==> src/rtl/cond_flag_unit.sv <==
// Condition-flag register plus condition evaluator answering branch/predication queries.
// One-cycle response without hazard; queries stall while a flag write is pending; saturating statistics.
module cond_flag_unit #(
  parameter int TAG_W = 4,
  parameter int CNT_W = 16
) (
  input  logic             clk,
  input  logic             rst_n,
  input  logic             flag_we,
  input  logic [3:0]       flags_in,
  input  logic             flag_wr_pend,
  input  logic             req_valid,
  output logic             req_ready,
  input  logic [3:0]       req_cond,
  input  logic [TAG_W-1:0] req_tag,
  output logic             rsp_valid,
  input  logic             rsp_ready,
  output logic             rsp_taken,
  output logic [TAG_W-1:0] rsp_tag,
  output logic [3:0]       flags_q,
  input  logic             clr_cnt,
  output logic [CNT_W-1:0] taken_cnt,
  output logic [CNT_W-1:0] ntaken_cnt
);

  typedef enum logic [1:0] {IDLE, WAIT, RESP} state_t;

  state_t     state;
  logic [3:0] cond_q;
  logic [3:0] eff_flags;
  logic       rsp_hs;

  localparam logic [CNT_W-1:0] CNT_MAX = {CNT_W{1'b1}};

  // Flags: [3]=N [2]=Z [1]=C [0]=V
  function automatic logic eval_cond(input logic [3:0] cond, input logic [3:0] f);
    logic n, z, c, v;
    logic r;
    n = f[3];
    z = f[2];
    c = f[1];
    v = f[0];
    case (cond)
      4'd0:    r = z;
      4'd1:    r = !z;
      4'd2:    r = c;
      4'd3:    r = !c;
      4'd4:    r = n;
      4'd5:    r = !n;
      4'd6:    r = v;
      4'd7:    r = !v;
      4'd8:    r = c & !z;
      4'd9:    r = !c | z;
      4'd10:   r = (n == v);
      4'd11:   r = (n != v);
      4'd12:   r = !z & (n == v);
      4'd13:   r = z | (n != v);
      4'd14:   r = 1'b1;
      default: r = 1'b0;
    endcase
    return r;
  endfunction

  // Same-cycle flag writes are visible to the evaluation through this bypass.
  assign eff_flags = flag_we ? flags_in : flags_q;
  assign req_ready = (state == IDLE);
  assign rsp_valid = (state == RESP);
  assign rsp_hs    = rsp_valid && rsp_ready;

  always_ff @(posedge clk or negedge rst_n) begin
    if (!rst_n) begin
      state     <= IDLE;
      cond_q    <= 4'd0;
      rsp_tag   <= '0;
      rsp_taken <= 1'b0;
    end else begin
      case (state)
        IDLE: begin
          if (req_valid) begin
            cond_q  <= req_cond;
            rsp_tag <= req_tag;
            if (!flag_wr_pend) begin
              rsp_taken <= eval_cond(req_cond, eff_flags);
              state     <= RESP;
            end else begin
              state <= WAIT;
            end
          end
        end
        WAIT: begin
          if (!flag_wr_pend) begin
            rsp_taken <= eval_cond(cond_q, eff_flags);
            state     <= RESP;
          end
        end
        RESP: begin
          if (rsp_ready) state <= IDLE;
        end
        default: state <= IDLE;
      endcase
    end
  end

  always_ff @(posedge clk or negedge rst_n) begin
    if (!rst_n) begin
      flags_q <= 4'd0;
    end else if (flag_we) begin
      flags_q <= flags_in;
    end
  end

  // Clear wins over a coincident handshake increment.
  always_ff @(posedge clk or negedge rst_n) begin
    if (!rst_n) begin
      taken_cnt  <= '0;
      ntaken_cnt <= '0;
    end else if (clr_cnt) begin
      taken_cnt  <= '0;
      ntaken_cnt <= '0;
    end else if (rsp_hs) begin
      if (rsp_taken) begin
        if (taken_cnt != CNT_MAX) taken_cnt <= taken_cnt + 1'b1;
      end else begin
        if (ntaken_cnt != CNT_MAX) ntaken_cnt <= ntaken_cnt + 1'b1;
      end
    end
  end

endmodule

==> config.mk <==
export PLATFORM = sky130hd
export DESIGN_NAME = cond_flag_unit
export DESIGN_NICKNAME = d
export VERILOG_FILES = /design/src/rtl/cond_flag_unit.sv
export SDC_FILE = /design/constraint.sdc
export NUM_CORES = 1
export LEC_CHECK = 0
export CAP_MARGIN = 30
export CORE_ASPECT_RATIO = 0.5
export CORE_MARGIN = 3
export CORE_UTILIZATION = 54
export CTS_CLUSTER_SIZE = 28
export DETAILED_ROUTE_END_ITERATION = 8
export PLACE_DENSITY = 0.83
export SETUP_SLACK_MARGIN = 0.02
export SLEW_MARGIN = 0
export SYNTH_ARGS = -nofsm -noshare
export SYNTH_HDL_FRONTEND = slang
export SYNTH_SLANG_ARGS = --single-unit
==> constraint.sdc <==
create_clock -name clk -period 3.2 [get_ports clk]
set_clock_uncertainty 0.05 [all_clocks]
set_input_delay 0.8 -clock clk [delete_from_list [all_inputs] [get_ports clk]]
set_output_delay 0.8 -clock clk [all_outputs]
set_load 0.05 [all_outputs]
==> results.json, run 1 <==
{
  "status": "completed",
  "synth.distinct_cells": 48,
  "p_seq_share_pct": 44.5,
  "ys.flop_type": "dfrtp_1",
  "gp_congestion": 0.820,
  "via_count": 2320,
  "clk_latency_ps": 300,
  "cts_made_buffers": 5,
  "syn-num-nets": 300,
  "slew_viol_final": 0,
  "stdcell_area_um2": 3470,
  "hold_viol": 0,
  "synthArstFlopShare_pct": 100,
  "drtAntennaViolNets": 0,
  "fmax_ghz": 0.381,
  "slowest_delay_ps": 830,
  "synth_top_area_share_pct": 44.0,
  "netlist_instances": 279,
  "antenna_found_initial": 0,
  "clkPwrFrac_pct": 29.1,
  "grt.overflow.total": 0,
  "avgSynthCellArea_um2": 9.59,
  "first_pass_iters": 4,
  "yosys_warnings": 0,
  "leakage_nw": 1.38,
  "tns_ps": 0,
  "cts_sinks": 47,
  "post_cts_resize_count": 0,
  "drive_gt1_share_pct": 8.53,
  "cts-hold-fix-buffers": 0,
  "slew_headroom_pct": 58.9,
  "synth_common_cells": "dfrtp_1 (47), nor2_1 (36), xor2_1 (17)",
  "synthToLayoutAreaGrowth_pct": 29.7,
  "placed_cell_area_um2": 3350,
  "multi_input_area_um2": 1400,
  "pwr_density_cell_nw_per_um2": 454,
  "fp.dieH_um": 55.8,
  "fillers": 353,
  "dr.first_iter.drc_count": 58,
  "vdd_drop_max_mv": 0.308,
  "cp-end-kind": "primary output",
  "fin_crit_ps": 2630,
  "num_io_pins": 62,
  "clock_path_buffers": 2,
  "grt_pass1_wl_mm": 10.9,
  "synth_seq_area_share_pct": 44.0,
  "instances_no_fill": 406,
  "maxCapViolCount": 0,
  "core_um2": 4570,
  "syn_area_um2": 2680,
  "crit_type": "flip-flop to primary output",
  "clk_pin_slew_worst_paths_ps": 100,
  "path_max_fanout": 9,
  "final_nets": 360,
  "crit_path_start_kind": "flip-flop",
  "finalCritPeriodShare_pct": 82.1,
  "routedWlPerCell_um": 15.6,
  "arrival_ps": 1780,
  "yosysMostFrequentCell": "dfrtp_1",
  "required_ps": 2350,
  "p_total_mw": 1.57,
  "post-place-cells": 398,
  "num_rows": 17,
  "wirelength_mm": 6.32,
  "setup_violations": 0,
  "area.sequential_um2": 1180,
  "rsz0062_at_grt": "no",
  "io_buffers": 61,
  "hold_path.class": "input pin to asynchronous set/reset pin",
  "yosysTopAreaCell": "dfrtp_1",
  "start_util_pct": 58.5,
  "post-cts-setup-buffers": 0,
  "synth_edf_count": 0,
  "crit_chain": "nor2_1 > clkdlybuf4s50_1",
  "tightestPinTransition_ps": 610,
  "timing.hold.ws_ps": 420,
  "p_sw_share_pct": 33.5,
  "cp_top_family": "buffers and inverters",
  "avgViaCountPerCell": 5.71,
  "grt_pass1_vias": 2218,
  "ys_top_cells_by_area": "dfrtp_1 (44%), xor2_1 (5.6%), nor2_1 (5.1%)",
  "grt_usage_pct": 22.4,
  "power_frac_comb_pct": 26.4,
  "power.switching_mw": 0.528,
  "fp.dieW_um": 106,
  "die-area_um2": 5890,
  "diodes": 0,
  "crit_slowest_cell": "clkdlybuf4s50_1",
  "p_int_mw": 1.05,
  "htree_levels": 2,
  "clockRootBuffer": "clkbuf_8",
  "drc": 0,
  "grt_max_degree": 33,
  "crit_buf_inv": 1,
  "cts_tree": "built",
  "synth-seq-cells": 47,
  "dp_hpwl_mm": 4.53
}
## routing by layer
| metal | GRT usage (%) | wire (um) | vias up |
|---|---|---|---|
| met4 | 3.69 | 38 | 0 |
| met3 | 4.40 | 196 | 8 |
| met1 | 29.1 | 2880 | 1150 |
| met5 | 0 | 0 | - |
| met2 | 39.6 | 3210 | 39 |
| li1 | - | - | 1123 |
## sequential cells by signal, indices dropped and copies added (netlist names)
name,flops
cond_q,4
rsp_taken,1
rsp_tag,4
taken_cnt,16
flags_q,4
state,2
ntaken_cnt,16
## power groups by stage
| stage | Clock [mW] | Combinational [mW] | Sequential, mW |
|---|---|---|---|
| floorplan | 0 | 0.204 | 0.776 |
| global placement | 0 | 0.404 | 0.706 |
| detailed placement | 0 | 0.416 | 0.710 |
| CTS | 0.466 | 0.418 | 0.699 |
| global route | 0.494 | 0.444 | 0.712 |
| finish | 0.458 | 0.416 | 0.700 |
## cells in the final DEF (no fill, tap or decap), types with 2 or more instances in the layout
cell / count
nor4_1: 4
nand3b_1: 2
or3_1: 8
a31oi_1: 3
ha_1: 2
mux2i_1: 7
nand4_1: 13
inv_1: 11
clkbuf_8: 5
o31ai_1: 2
nand3_1: 9
nor3_1: 5
clkdlybuf4s50_1: 60
o21ai_0: 12
and2_1: 2
nand2b_1: 5
nand2_1: 15
a32oi_1: 2
mux2_2: 10
and4_1: 7
xnor2_1: 14
a21oi_1: 8
nor2_1: 36
nor3b_1: 4
dfrtp_1: 47
xor2_1: 17
o32ai_1: 2
buf_4: 4
## final timing paths
kind / slack (ps) / from / cells past startpoint / end
max: 570 / state[0]$_DFFE_PN0P_ / 2 / req_ready
min: 420 / rst_n / 1 / taken_cnt[8]$_DFFE_PN0P_
max reg2reg: 1060 / ntaken_cnt[6]$_DFFE_PN0P_ / 6 / ntaken_cnt[4]$_DFFE_PN0P_
min reg2reg: 470 / rsp_tag[2]$_DFFE_PN0P_ / 1 / rsp_tag[2]$_DFFE_PN0P_
max in group asynchronous: 2140 / rst_n / 2 / cond_q[3]$_DFFE_PN0P_
min in group clk: 470 / rsp_tag[2]$_DFFE_PN0P_ / 1 / rsp_tag[2]$_DFFE_PN0P_
## through the flow
step,setup WS (ps),utilization (%)
floorplan,944,-
global placement,364,72.9
detailed placement,306,73.3
CTS,586,75.8
global route,468,75.8
finish,574,75.8
## area by class of cell
type / count / area share [%]
Multi-Input combinational cell: 208 / 40.3
Sequential cell: 47 / 33.9
Timing Repair Buffer: 66 / 18.9
Tap cell: 66 / 2.38
Clock buffer: 5 / 1.98
Clock inverter: 3 / 1.33
Inverter: 11 / 1.19
## logic make-up after synthesis
group	Yosys count	share of synthesized area, %
DFF	47	44.0
muxes	18	7.67
xor gates and xnor gates	31	10.1
adders and majority gates	2	0.935
AOI/OAI and AO/OA	39	9.50
and+or+nand+nor	118	24.0
buffers and inverters	24	3.79
(Power assumes the default switching activity.)
==> run 2: changes to the inputs <==
--- a/config.mk
+++ b/config.mk
@@ -8,10 +8,10 @@
 export CAP_MARGIN = 30
 export CORE_ASPECT_RATIO = 0.5
 export CORE_MARGIN = 3
-export CORE_UTILIZATION = 54
+export CORE_UTILIZATION = 50
 export CTS_CLUSTER_SIZE = 28
 export DETAILED_ROUTE_END_ITERATION = 8
-export PLACE_DENSITY = 0.83
+export PLACE_DENSITY = 0.78
 export SETUP_SLACK_MARGIN = 0.02
 export SLEW_MARGIN = 0
 export SYNTH_ARGS = -nofsm -noshare
==> constraint.sdc (replaced) <==
create_clock -name clk -period 2.6 [get_ports clk]
set_clock_uncertainty 0.05 [all_clocks]
set_input_delay 0.65 -clock clk [delete_from_list [all_inputs] [get_ports clk]]
set_output_delay 0.65 -clock clk [all_outputs]
set_load 0.05 [all_outputs]
==> run 2 against run 1 <==
  * Non-clock buffer count grew 12
  * Sequential share of layout area decreased by 0.84 points
  * Die area is 7.3% higher
  * Hold slack worse by 250 ps
  * Highest routed layer unchanged
==> results.json, run 2 (synthesized netlist as in run 1, its figures left out) <==
{
  "status": "completed",
  "num_rows": 18,
  "start_util_pct": 53.0,
  "required_ps": 2790,
  "synthToLayoutAreaGrowth_pct": 32.9,
  "drc": 0,
  "clk_pin_slew_worst_paths_ps": 100,
  "fillers": 402,
  "final_util_pct": 70.5,
  "multi_input_area_um2": 1400,
  "grt.overflow.total": 0,
  "finalCritPeriodShare_pct": 90.3,
  "hold_viol": 0,
  "grt_usage_pct": 21.2,
  "vdd_drop_max_mv": 0.552,
  "area.sequential_um2": 1180,
  "grt_pass1_vias": 2323,
  "instances_no_fill": 422,
  "post-place-cells": 414,
  "rr_worst_depth": 7,
  "dr.first_iter.drc_count": 57,
  "final_common_cell": "clkdlybuf4s50_1",
  "clk_latency_ps": 310,
  "rsz0062_at_grt": "no",
  "crit_path_start_kind": "input pin",
  "tns_ps": 0,
  "clock_path_buffers": 2,
  "dp_hpwl_mm": 4.58,
  "io_buffers": 61,
  "fp.dieH_um": 57.7,
  "place_ws_ps": -64.1,
  "routedWlPerCell_um": 14.9,
  "r2r_slack_ps": 420,
  "via_count": 2363,
  "top_regs": "ntaken_cnt x16, taken_cnt x16",
  "num_io_pins": 62,
  "cts_made_buffers": 5,
  "cp-end-kind": "flip-flop",
  "most-common-layout-cells": "clkdlybuf4s50_1 (58), dfrtp_1 (47), nor2_1 (36)",
  "stdcell_area_um2": 3560,
  "crit_type": "input pin to flip-flop",
  "slew_headroom_pct": 60.1,
  "leakage_nw": 1.45,
  "drive_gt1_share_pct": 11.6,
  "final.setup.worst_slack_ps": 253,
  "cts_tree": "built",
  "fp.dieW_um": 109,
  "htree_levels": 2,
  "clockRootBuffer": "clkbuf_8",
  "r2r_end": "taken_cnt[5]$_DFFE_PN0P_",
  "antenna_found_initial": 0,
  "avgViaCountPerCell": 5.60,
  "first_pass_iters": 4,
  "fmax_ghz": 0.426,
  "grt_max_degree": 33,
  "hold_path.class": "input pin to asynchronous set/reset pin",
  "arrival_ps": 2530,
  "die-area_um2": 6320,
  "tightestPinTransition_ps": 593,
  "drtAntennaViolNets": 0,
  "slew_viol_final": 0,
  "fin_crit_ps": 2350,
  "gp_congestion": 0.843,
  "placed_cell_area_um2": 3440,
  "pwr_density_cell_nw_per_um2": 546,
  "cts_sinks": 47,
  "maxCapViolCount": 0,
  "setup_violations": 0,
  "core_um2": 5040,
  "cts-hold-fix-buffers": 0,
  "path_max_fanout": 8,
  "post-cts-setup-buffers": 0,
  "reg2reg_from": "taken_cnt[0]$_DFFE_PN0P_",
  "diodes": 0,
  "grt_pass1_wl_mm": 10.8,
  "wirelength_mm": 6.28,
  "final_nets": 372
}
-- run 2: changes by cell type in the layout (fill, tap and decap cells not counted) --
cell and delta:
buf_4 +13, clkdlybuf4s50_1 -2, dlymetal6s2s_1 +2, buf_12 -1
-- run 2: cell type report --
cell class | count | share of cell area, %
multi-input combinational | 208 | 39.3
sequential | 47 | 33.1
timing repair buffer | 78 | 20.8
tap | 70 | 2.46
clock buffer | 5 | 1.94
clock inverter | 3 | 1.30
inverter | 11 | 1.16
-- run 2: routing by layer --
layer | vias to the layer above | global-route usage, % | wire (um)
met5 | - | 0 | 0
met4 | 0 | 5.33 | 59
met3 | 7 | 4.45 | 213
met2 | 41 | 36.1 | 3080
met1 | 1166 | 27.9 | 2920
li1 | 1149 | - | -
-- run 2: critical path, cell delays in order --
cell and delay, ps:
clkdlybuf4s50_1 490, and4bb_1 200, inv_1 50, or4b_1 640, or3_1 350, a21oi_1 150
-- run 2: where the power goes --
part           switching, mW  internal [mW]
clock                  0.263          0.290
combinational          0.302          0.226
sequential            0.0782          0.784
total                  0.643           1.30
-- run 2: how the worst max path moves through the flow --
stage	startpoint	to	slack, ps	depth (start not counted)
after floorplan	ntaken_cnt[0]$_DFFE_PN0P_	ntaken_cnt[12]$_DFFE_PN0P_	360	7
after global placement	rsp_ready	taken_cnt[15]$_DFFE_PN0P_	-10	7
after detailed placement	rsp_ready	taken_cnt[15]$_DFFE_PN0P_	-60	7
after CTS	state[0]$_DFFE_PN0P_	req_ready	120	2
after global routing	rsp_ready	taken_cnt[15]$_DFFE_PN0P_	160	7
final	rsp_ready	ntaken_cnt[12]$_DFFE_PN0P_	250	6
-- run 2: repair_timing --
| item | CTS | global route |
|---|---|---|
| setup endpoints to repair | 0 | 2 |
| endpoints found under the hold margin | 0 | 0 |
| gates resized for setup | 0 | 2 |
-- run 2: metrics by stage --
step	hold WS [ps]	power [mW]
after CTS	171	1.96
after global placement	438	1.39
after detailed placement	445	1.40
after global routing	176	2.04
after floorplan	304	1.21
final	169	1.94
==> run 3: changes to the inputs <==
--- a/config.mk
+++ b/config.mk
@@ -8,10 +8,10 @@
 export CAP_MARGIN = 30
 export CORE_ASPECT_RATIO = 0.5
 export CORE_MARGIN = 3
-export CORE_UTILIZATION = 50
+export CORE_UTILIZATION = 30
 export CTS_CLUSTER_SIZE = 28
 export DETAILED_ROUTE_END_ITERATION = 8
-export PLACE_DENSITY = 0.78
+export PLACE_DENSITY = 0.51
 export SETUP_SLACK_MARGIN = 0.02
 export SLEW_MARGIN = 0
 export SYNTH_ARGS = -nofsm -noshare
==> run 3 against run 2 <==
  * Design area grew 3.6%
  * Setup slack worse by 91 ps
  * Cell count rose by 11%
  * Critical path type is now flip-flop to primary output
  * Largest cell class unchanged
==> results.json, run 3 (synthesized netlist as in run 1, its figures left out) <==
{
  "rsz0062_at_grt": "no",
  "slowest_delay_ps": 810,
  "fmax_ghz": 0.410,
  "place_ws_ps": -153,
  "synthToLayoutAreaGrowth_pct": 37.7,
  "clock_path_buffers": 2,
  "crit_chain": "inv_1 > nor2_1 > clkdlybuf4s50_1",
  "clk_latency_ps": 300,
  "drtAntennaViolNets": 0,
  "cts_made_buffers": 5,
  "status": "completed",
  "diodes": 0,
  "crit_path_start_kind": "flip-flop",
  "final.setup.worst_slack_ps": 162,
  "final_nets": 375,
  "htree_levels": 2,
  "cp-end-kind": "primary output",
  "arrival_ps": 1740,
  "cp_top_family": "buffers and inverters",
  "finalCritPeriodShare_pct": 93.8,
  "grt_usage_pct": 13.9,
  "final_common_cell": "clkdlybuf4s50_1",
  "fp.dieH_um": 72.8,
  "cts_sinks": 47,
  "grt_max_degree": 48,
  "gp_congestion": 0.798,
  "post_cts_resize_count": 0,
  "crit_buf_inv": 2,
  "slew_headroom_pct": 58.9,
  "via_count": 2337,
  "final_util_pct": 44.3,
  "setup_violations": 0,
  "post-cts-setup-buffers": 0,
  "crit_type": "flip-flop to primary output",
  "wirelength_mm": 6.67,
  "crit_slowest_cell": "clkdlybuf4s50_1",
  "fillers": 775,
  "drc": 0,
  "routedWlPerCell_um": 14.3,
  "antenna_found_initial": 0,
  "most-common-layout-cells": "clkdlybuf4s50_1 (60), dfrtp_1 (47), nor2_1 (36)",
  "avgViaCountPerCell": 5.00,
  "vdd_drop_max_mv": 0.258,
  "top_regs": "ntaken_cnt x16, taken_cnt x16",
  "stdcell_area_um2": 3680,
  "tns_ps": 0,
  "clk_pin_slew_worst_paths_ps": 60,
  "fin_crit_ps": 2440,
  "hold_path.class": "input pin to asynchronous set/reset pin",
  "fp.dieW_um": 140,
  "cts-hold-fix-buffers": 0,
  "num_io_pins": 62,
  "grt_pass1_wl_mm": 11.7,
  "placed_cell_area_um2": 3510,
  "num_rows": 23,
  "core_um2": 8320,
  "slew_viol_final": 0,
  "drive_gt1_share_pct": 12.4,
  "grt_pass1_vias": 2380,
  "dp_hpwl_mm": 4.83,
  "first_pass_iters": 6,
  "cts_tree": "built",
  "tightestPinTransition_ps": 616,
  "grt.overflow.total": 0,
  "io_buffers": 61,
  "clockRootBuffer": "clkbuf_16",
  "hold_viol": 0,
  "timing.hold.ws_ps": 412,
  "pwr_density_cell_nw_per_um2": 584,
  "path_max_fanout": 5,
  "die-area_um2": 10200,
  "start_util_pct": 32.2,
  "required_ps": 1900,
  "dr.first_iter.drc_count": 155,
  "leakage_nw": 1.47,
  "maxCapViolCount": 0
}
## run 3: cell types whose count changed in the layout (fill, tap and decap cells not counted)
cell and delta:
buf_4 +3, clkbuf_16 +5, clkbuf_8 -5, clkdlybuf4s50_1 +2, dlymetal6s2s_1 -2
## run 3: metrics by stage
stage | power (mW) | cells
after global placement | 1.40 | 459
after floorplan | 1.21 | 279
after CTS | 2.18 | 467
after detailed placement | 1.41 | 459
after global routing | 2.26 | 467
final | 2.15 | 467
## run 3: where the power goes
group | internal (mW) | switching, mW | leakage, nW
registers | 0.784 | 0.0781 | 0.625
logic | 0.227 | 0.299 | 0.764
clock network | 0.458 | 0.304 | 0.0804
total | 1.47 | 0.680 | 1.47
## run 3: cell type report
| class | count | area, um2 | area share [%] |
|---|---|---|---|
| Clock buffer | 5 | 125 | 3.40 |
| Sequential cell | 47 | 1180 | 31.9 |
| Timing Repair Buffer | 81 | 756 | 20.5 |
| Multi-Input combinational cell | 208 | 1400 | 38.0 |
| Inverter | 11 | 41.3 | 1.12 |
| Clock inverter | 3 | 46.3 | 1.26 |
| Tap cell | 112 | 140 | 3.81 |
## run 3: final timing paths
kind                                      startpoint                    endpoint  slack (ps)  cells past startpoint
max in group asynchronous                      rst_n    taken_cnt[3]$_DFFE_PN0P_        1680                      2
setup reg to reg           ntaken_cnt[0]$_DFFE_PN0P_  ntaken_cnt[12]$_DFFE_PN0P_         460                      6
hold reg to reg               rsp_tag[3]$_DFFE_PN0P_      rsp_tag[3]$_DFFE_PN0P_         460                      1
hold / removal                                 rst_n        flags_q[2]$_DFF_PN0_         410                      2
min in group clk              rsp_tag[3]$_DFFE_PN0P_      rsp_tag[3]$_DFFE_PN0P_         460                      1
setup / recovery                state[1]$_DFFE_PN0P_                   rsp_valid         160                      3
## run 3: routing by layer
layer,track usage (%),wire length (um),up-vias
li1,-,-,1153
met1,18.3,3160,1138
met2,23.0,3180,39
met3,3.27,246,7
met4,4.30,82,0
met5,0,0,-
